$ cat config.mk
export PLATFORM = sky130hd
export DESIGN_NAME = ir_cmd_decoder_flat
export DESIGN_NICKNAME = d
export VERILOG_FILES = /design/src/rtl/ir_cmd_decoder_if.sv /design/src/rtl/ir_cmd_decoder.sv /design/src/flat_wrapper.sv
export SDC_FILE = /design/constraint.sdc
export NUM_CORES = 1
export LEC_CHECK = 0
export BUFFER_PORTS_ARGS = -buffer_cell sky130_fd_sc_hd__buf_2
export CAP_MARGIN = 20
export CORE_ASPECT_RATIO = 0.75
export CORE_MARGIN = 3
export CORE_UTILIZATION = 31
export CTS_BUF_LIST = sky130_fd_sc_hd__clkbuf_8
export CTS_CLUSTER_SIZE = 24
export DETAILED_ROUTE_END_ITERATION = 10
export GPL_ROUTABILITY_DRIVEN = 1
export GPL_TIMING_DRIVEN = 0
export SETUP_SLACK_MARGIN = 0.3
export SKIP_LAST_GASP = 1
export SLEW_MARGIN = 20
export SYNTH_ARGS = -nofsm -noshare
export SYNTH_HDL_FRONTEND = slang
export SYNTH_SLANG_ARGS = --single-unit
$ cat constraint.sdc
create_clock -name clk -period 3.46 [get_ports clk]
set_input_delay 0.519 -clock clk [delete_from_list [all_inputs] [get_ports clk]]
set_output_delay 0.519 -clock clk [all_outputs]
set_load 0.1 [all_outputs]
$ cat src/rtl/ir_cmd_decoder_if.sv
// IR command decoder bus: raw NEC frame in, decoded selection out.
// master drives code_in; slave is the decoder.
interface ir_cmd_decoder_if;
  logic [31:0] code_in;
  logic        cmd_valid;
  logic [7:0]  cmd_key;
  logic [2:0]  button;
  logic [1:0]  color_mode;
  logic        overwrite;
  logic [7:0]  err_count;

  modport master (
    output code_in,
    input  cmd_valid, cmd_key, button,
    input  color_mode, overwrite, err_count
  );

  modport slave (
    input  code_in,
    output cmd_valid, cmd_key, button,
    output color_mode, overwrite, err_count
  );
endinterface

$ cat src/rtl/ir_cmd_decoder.sv
// NEC IR command qualifier/decoder with timed selection hold.
// Define IR_ERR_CNT_EN to build the saturating malformed-frame counter.
module ir_cmd_decoder #(
  parameter int unsigned STABLE_CYCLES = 16,
  parameter logic [31:0] HOLD_CYCLES   = 32'd250_000_000
) (
  input  logic            clk,
  input  logic            reset,
  ir_cmd_decoder_if.slave bus
);
  localparam logic [1:0] S_IDLE   = 2'd0;
  localparam logic [1:0] S_QUAL   = 2'd1;
  localparam logic [1:0] S_ACTIVE = 2'd2;

  localparam logic [15:0] STABLE_LAST =
    16'(STABLE_CYCLES - 1);
  localparam logic [31:0] HOLD_LAST =
    HOLD_CYCLES - 32'd1;

  logic [1:0]  state_q, state_d;
  logic [31:0] code_q;
  logic [15:0] cnt_q, cnt_d;
  logic [31:0] hold_q, hold_d;
  logic        sel_q, sel_d;
  logic        pend_q, pend_d;
  logic [7:0]  pkey_q, pkey_d;
  logic        valid_q, valid_d;
  logic [7:0]  key_q, key_d;
  logic [2:0]  btn_q, btn_d;
  logic [1:0]  col_q, col_d;

  logic       change;
  logic       nonzero;
  logic       frame_ok;
  logic       expire;
  logic       qual_done;
  logic [1:0] rest_st;

  assign change    = bus.code_in != code_q;
  assign nonzero   = bus.code_in != 32'd0;
  assign frame_ok  =
    bus.code_in[31:24] == ~bus.code_in[23:16];
  assign expire    = sel_q && (hold_q == 32'd0);
  assign qual_done = !change && (cnt_q == STABLE_LAST);
  // Where QUAL falls back to when it gives up
  assign rest_st   =
    (sel_q && !expire) ? S_ACTIVE : S_IDLE;

  always_comb begin
    state_d = state_q;
    cnt_d   = cnt_q;
    pend_d  = 1'b0;
    pkey_d  = pkey_q;
    unique case (state_q)
      S_IDLE: begin
        if (change && nonzero) begin
          state_d = S_QUAL;
          cnt_d   = 16'd0;
        end
      end
      S_QUAL: begin
        if (change) begin
          cnt_d = 16'd0;
          if (!nonzero) state_d = rest_st;
        end else if (qual_done) begin
          if (frame_ok) begin
            pend_d  = 1'b1;
            pkey_d  = bus.code_in[23:16];
            state_d = S_ACTIVE;
          end else begin
            state_d = rest_st;
          end
        end else begin
          cnt_d = cnt_q + 16'd1;
        end
      end
      S_ACTIVE: begin
        if (change && nonzero) begin
          state_d = S_QUAL;
          cnt_d   = 16'd0;
        end else if (expire && !pend_q) begin
          state_d = S_IDLE;
        end
      end
      default: state_d = S_IDLE;
    endcase
  end

  // Acceptance takes priority over a coincident expiry
  always_comb begin
    valid_d = 1'b0;
    key_d   = key_q;
    sel_d   = sel_q;
    hold_d  = hold_q;
    btn_d   = btn_q;
    col_d   = col_q;
    if (pend_q) begin
      valid_d = 1'b1;
      key_d   = pkey_q;
      sel_d   = 1'b1;
      hold_d  = HOLD_LAST;
      unique case (1'b1)
        (pkey_q == 8'h01): begin
          btn_d = 3'b001;
          col_d = 2'b00;
        end
        (pkey_q == 8'h02): begin
          btn_d = 3'b010;
          col_d = 2'b01;
        end
        (pkey_q == 8'h03): begin
          btn_d = 3'b100;
          col_d = 2'b10;
        end
        default: begin
          btn_d = 3'b000;
          col_d = 2'b00;
        end
      endcase
    end else if (expire) begin
      sel_d = 1'b0;
      btn_d = 3'b000;
      col_d = 2'b00;
    end else if (sel_q) begin
      hold_d = hold_q - 32'd1;
    end
  end

  always_ff @(posedge clk) begin
    if (reset) begin
      state_q <= S_IDLE;
      code_q  <= 32'd0;
      cnt_q   <= 16'd0;
      hold_q  <= 32'd0;
      sel_q   <= 1'b0;
      pend_q  <= 1'b0;
      pkey_q  <= 8'h00;
      valid_q <= 1'b0;
      key_q   <= 8'h00;
      btn_q   <= 3'b000;
      col_q   <= 2'b00;
    end else begin
      state_q <= state_d;
      code_q  <= bus.code_in;
      cnt_q   <= cnt_d;
      hold_q  <= hold_d;
      sel_q   <= sel_d;
      pend_q  <= pend_d;
      pkey_q  <= pkey_d;
      valid_q <= valid_d;
      key_q   <= key_d;
      btn_q   <= btn_d;
      col_q   <= col_d;
    end
  end

  assign bus.cmd_valid  = valid_q;
  assign bus.cmd_key    = key_q;
  assign bus.button     = btn_q;
  assign bus.color_mode = col_q;
  assign bus.overwrite  = sel_q;

`ifdef IR_ERR_CNT_EN
  logic [7:0] err_q, err_d;
  logic       err_inc;

  assign err_inc =
    (state_q == S_QUAL) && qual_done && !frame_ok;

  always_comb begin
    err_d = err_q;
    if (err_inc && (err_q != 8'hFF))
      err_d = err_q + 8'd1;
  end

  always_ff @(posedge clk) begin
    if (reset) err_q <= 8'h00;
    else       err_q <= err_d;
  end

  assign bus.err_count = err_q;
`else
  assign bus.err_count = 8'h00;
`endif
endmodule
$ cat src/flat_wrapper.sv
// flat-port wrapper written by rule: the top's interface ports become plain ports
module ir_cmd_decoder_flat 
#(
  parameter int unsigned STABLE_CYCLES = 16,
  parameter logic [31:0] HOLD_CYCLES   = 32'd250_000_000
)
  (clk, reset, bus_code_in, bus_cmd_valid, bus_cmd_key, bus_button, bus_color_mode, bus_overwrite, bus_err_count);
  ir_cmd_decoder_if bus_i ();
  input  logic clk;
  input  logic reset;
  input wire logic [$bits(bus_i.code_in)-1:0] bus_code_in;
  output wire logic [$bits(bus_i.cmd_valid)-1:0] bus_cmd_valid;
  output wire logic [$bits(bus_i.cmd_key)-1:0] bus_cmd_key;
  output wire logic [$bits(bus_i.button)-1:0] bus_button;
  output wire logic [$bits(bus_i.color_mode)-1:0] bus_color_mode;
  output wire logic [$bits(bus_i.overwrite)-1:0] bus_overwrite;
  output wire logic [$bits(bus_i.err_count)-1:0] bus_err_count;
  assign bus_i.code_in = bus_code_in;
  assign bus_cmd_valid = bus_i.cmd_valid;
  assign bus_cmd_key = bus_i.cmd_key;
  assign bus_button = bus_i.button;
  assign bus_color_mode = bus_i.color_mode;
  assign bus_overwrite = bus_i.overwrite;
  assign bus_err_count = bus_i.err_count;
  ir_cmd_decoder #(.STABLE_CYCLES(STABLE_CYCLES), .HOLD_CYCLES(HOLD_CYCLES)) u_core (.clk(clk), .reset(reset), .bus(bus_i));
endmodule
# [Yosys cells after proc, flatten, opt, wreduce, memory -nomap -nowiden]
# Index checks and enable logic that the tools add are counted.
[word_totals] ff_bits=106 output_inout_bits=23 wordCells=82
[op_classes] add_sub_neg=2 n_eq_ne=15 mux=26 bitwise=5 reduce_logical=22
[op_table] cell="$mux 28" n=3
[op_table] cell="$mux 16" n=3
[op_table] cell="$logic_not 32->1" n=1
[op_table] cell="$ne 32x32->1" n=1
[op_table] cell="$pmux 16 s2" n=1
[op_table] cell="$reduce_bool 32->1" n=1
[op_table] cell="$sub 32x1->32 const B" n=1
[op_table] cell="$mux 2" n=10
[op_table] cell="$add 16x1->16 const B" n=1
[op_table] cell="$eq 16x4->1 const B" n=1
[op_table] cell="$eq 8x2->1 const B" n=2
[op_table] cell="$pmux 3 s3" n=1
[op_table] cell="$eq 8x1->1 const B" n=1
[op_table] cell="$eq 8x8->1" n=1
[op_table] cell="$not 8->8" n=1
[op_table] cell="$reduce_and 4->1" n=2
[op_table] cell="$mux 3" n=2
[op_table] cell="$ne 2x1->1 const B" n=3
[op_table] cell="$ne 3x1->1 const B" n=2
[op_table] cell="$pmux 2 s3" n=1
[op_table] cell="$reduce_bool 2->1" n=3
[op_table] cell="$logic_and 1x1->1" n=5
[op_table] cell="$mux 1" n=4
[op_table] cell="$not 1->1" n=4
[op_table] cell="other kinds (11)" n=15

# [Longest topological paths before layout]
[logic_depth] word_depth=9 depth_mapped=9 ltp_nobuf=9

# [Least setup slack after synthesis]
# OpenSTA, ideal clock, no wires.
[synth_path] path_type="register to register" start="register u_core.hold_q[2]" end="register u_core.hold_q[27]" setup_ns=0.132 arrival_ns=2.501 t_required_ns=3.328 setup_slack_ns=0.827 path_stages_with_launch=9 path_buffers=1 path_cell_list="dfxtp_1 -> or4_1 -> buf_2 -> or4_4 -> o41ai_4 -> nor4_2 -> nand4b_1 -> xor2_1 -> a21oi_1"
[synth_via] elab_chain_cells=4
[synth_rtl] item="start: declaration" line_no="ir_cmd_decoder.sv:23" text="logic [31:0] hold_q, hold_d;"
[synth_rtl] item="start signal: assignment" line_no="ir_cmd_decoder.sv:146" text="hold_q <= hold_d;"
[synth_rtl] item="$sub 32x1->32 / $logic_not 32->1 (equally long branches)" line_no="ir_cmd_decoder.sv:125, ir_cmd_decoder.sv:43"
[synth_rtl] item="$mux 28 / $logic_and 1x1->1 (equally long branches)" line_no="ir_cmd_decoder.sv:124, ir_cmd_decoder.sv:43"
[synth_rtl] item="$mux 28 / $ne 2x1->1 (equally long branches)"
[synth_rtl] item="$mux 28 / $reduce_and 2->1 (equally long branches)"
# Parallel ways exist; a longest one is shown, timed or not. The select of a mux whose other input is x is not followed.
# A chain may end at the register's enable or synchronous reset.

# [Final worst setup path]
[layout_path] start="register u_core.hold_q[2]" end="register u_core.hold_q[18]"
# Same word-level chain as after synthesis.

==> impl_metrics.csv <==
group,metric,value,unit
finish,final_util,37.2,%
finish,layout.cells.non_filler,777,
power_and_ir_drop,p_int,0.00172,W
yosys,synth_async_sr_flop_share,0,%
timing,hold_violations,0,
clocking,cts.clk_slew.worst_paths,0.11,ns
timing,period_needed,3.03,ns
setup_path,crit_path_start_kind,"register",
placed_design,hpwl,8020,um
yosys,synthesis.area,0.00467,sq mm
timing,fin_tns_setup,0,ns
setup_path,crit_required,3.71,ns
clocking,cts_sinks,105,
floorplanning,core_area,0.0146,sq mm
finish,n_antenna_cell,0,
placed_design,io_buffers,47,
floorplanning,rows,38,
clocking,clockBufferDepth,2,
yosys,ys_ff_latch,105,
setup_path,crit_type,"register to register",
route,drt-pass1-iter-count,4,
clocking,cts-htree-levels,3,
timing,rsz0062_at_grt,"true",
floorplanning,pin_count,57,
route,wire_per_inst,13.8,um
timing,finalCritPeriodShare,87.4,%
route,vias_per_cell,4.80,
power_and_ir_drop,switching_share,25.5,%
floorplanning,die_y,112,um
finish,nFillCells,1479,
power_and_ir_drop,power,0.00231,W
route,num_vias,3726,
clocking,post-cts-setup-buffers,0,
yosys,synth_cell_types,44,
setup_path,reg2reg_slack,0.43,ns
placed_design,dp_cells,761,
global_route,grt_max_degree,20,
yosys,synth_warnings,0,
global_route,grt_util_all_layers,13.4,%
route,drc,0,
finish,area_growth,16.4,%
yosys,synthFlopType,"dfxtp_1",
hold_path,whs_path_depth,2,
timing,clock.fmax,331,MHz
floorplanning,fp.dieW,148,um
timing,slew_violations,0,
clocking,cts_buffers,9,
global_route,grt_overflow,0,
power_and_ir_drop,clockPowerShare,38.4,%
clocking,ctsHoldBuffers,0,
global_route,grt_pass1_vias,3710,
floorplanning,initial_core_util,32.0,%
clocking,cts_root_buffer,"clkbuf_8",
power_and_ir_drop,p_leak,2.04,nW
route,drt_iter0_drc,195,
power_and_ir_drop,switchingPower,0.000589,W
route,wirelength,10700,um
power_and_ir_drop,p_per_area,425,mW/mm^2
finish,layout-drive-gt1-share,14.6,%
yosys,yosysTopAreaCell,"dfxtp_1",
hold_path,hold_path_class,"input port to register",
power_and_ir_drop,seqPwrFrac,53.6,%
yosys,syn_area_per_cell,9.21,sq um
finish,fin_nets,608,
power_and_ir_drop,p_comb_share,8.0,%
timing,relSlewSlack,47.0,%
clocking,cts_tree,"yes",
yosys,synth_cells,507,
route,ant_nets,0,
clocking,worstSkewPairLatency,0.39,ns
setup_path,end_kind,"register",
timing,worst_pin_slew,0.791,ns
yosys,synthTopCellsByArea,"dfxtp_1 (45%), xnor2_1 (8.3%), xor2_1 (5.3%)",
power_and_ir_drop,irDropWorstVdd,0.000231,V
job,cap_violations,0,
setup_path,worstPathArrival,3.27,ns
yosys,synth_edf_count,0,
global_route,antenna_found_initial,0,
placed_design,gp_congestion,0.822,
yosys,synth_seq_area_share,45.0,%
yosys,synth_top_area_share,45.0,%
timing,finalSetupViolations,0,
timing,finClkSkew,0.0178,ns
floorplanning,die_area,0.0166,sq mm
global_route,grt_pass1_wl,18200,um
setup_path,crit_path_max_fanout,8,
setup_path,reg2reg_depth,8,
status,status,"finished, final reports clean",
## cell usage in the layout, fill, tap and decap left out, types with 16 or more instances in the layout
cell type	synthesis	final
nor4_1	20	19
dfxtp_1	105	105
buf_2	1	48
xor2_1	28	28
mux2i_1	19	19
a21oi_1	28	28
nor2_1	52	52
nand2_1	24	24
xnor2_1	44	44
clkbuf_1	16	16
nor2b_1	32	32
## through the flow
| stage | hold slack [ns] | worst slack (ns) | instance area [sq um] |
|---|---|---|---|
| after floorplan | 0.442 | 0.827 | 4690 |
| after global placement | 0.452 | 0.350 | 5180 |
| after detailed placement | 0.450 | 0.300 | 5180 |
| after CTS | 0.364 | 0.462 | 5410 |
| after global routing | 0.368 | 0.286 | 5430 |
| final | 0.378 | 0.435 | 5430 |
## metal layers
metal,GRT usage (%),share of wire (%),up-vias
li1,-,-,1878
met1,18.5,50,1773
met2,21.0,45,66
met3,3.39,4.1,9
met4,3.66,1.0,0
met5,0,0,-
## final cells by class
cell class	count	area (sq um)	area share [%]
plain buffers	28	140	2.58
clock buffers	9	124	2.28
clock inverters	7	109	2.00
inverters	5	18.8	0.345
multi-input cells	376	2450	45.2
flip-flops and latches	105	2100	38.7
well taps	200	250	4.61
repair buffers	47	235	4.33
## power by group through the flow
| stage | combinational (W) | sequential (W) | clock [W] |
|---|---|---|---|
| after global routing | 0.000202 | 0.00124 | 0.000952 |
| after floorplan | 0.000126 | 0.00126 | 0 |
| after detailed placement | 0.000184 | 0.00127 | 0 |
| final | 0.000185 | 0.00124 | 0.000887 |
| after CTS | 0.000185 | 0.00124 | 0.000908 |
| after global placement | 0.000182 | 0.00127 | 0 |
## path summary, 6_finish.rpt
check	from	end
max	u_core.hold_q[2]	u_core.hold_q[18]
min	bus_code_in[12]	u_core.code_q[12]
max reg2reg	u_core.hold_q[2]	u_core.hold_q[18]
min reg2reg	u_core.bus.button[2]	u_core.bus.button[2]
## what timing repair did
| action | CTS | global route |
|---|---|---|
| gates resized for setup | 0 | 2 |
| hold endpoints to repair | 0 | 0 |
| setup endpoints to repair | 0 | 6 |
## kinds of logic after synthesis
| family | count (synthesis) | synth area share (%) |
|---|---|---|
| AND/OR/NAND/NOR | 218 | 25.3 |
| flip-flops | 105 | 45.0 |
| XOR/XNOR | 72 | 13.5 |
| AO/OA/AOI/OAI | 57 | 8.04 |
| buffers and inverters | 33 | 3.40 |
| multiplexers | 19 | 4.07 |
| adder cells (fa/ha/maj) | 2 | 0.536 |
| other | 1 | 0.0803 |
## worst max-delay path: stages, from the launching register on
cell and delay [ns]:
dfxtp_1 0.36, or4_1 0.51, buf_2 0.17, or4_4 0.54
o41ai_4 0.64, nor2_1 0.24, nand3b_1 0.17, xor2_1 0.19
a21oi_1 0.09
## sequential cells by signal (all words and copies together) (netlist names), 2 cells and up
register               count
u_core.code_q             32
u_core.pkey_q              8
u_core.bus.color_mode      2
u_core.bus.button          2
u_core.hold_q             32
u_core.state_q             2
u_core.bus.cmd_key         8
u_core.cnt_q              16
## cell usage after synthesis, types with 7 or more instances
library cell    n
or3_1          12
a21oi_1        28
buf_4           9
clkbuf_1       16
nand2b_1        9
nand2_1        24
nor3_1         10
xnor2_1        44
nand4_1        12
nor2_1         52
nand3_1        15
or4_1           8
nor4_1         20
dfxtp_1       105
o21ai_0         7
xor2_1         28
nor2b_1        32
mux2i_1        19
Power figures use the tool's default switching activity.
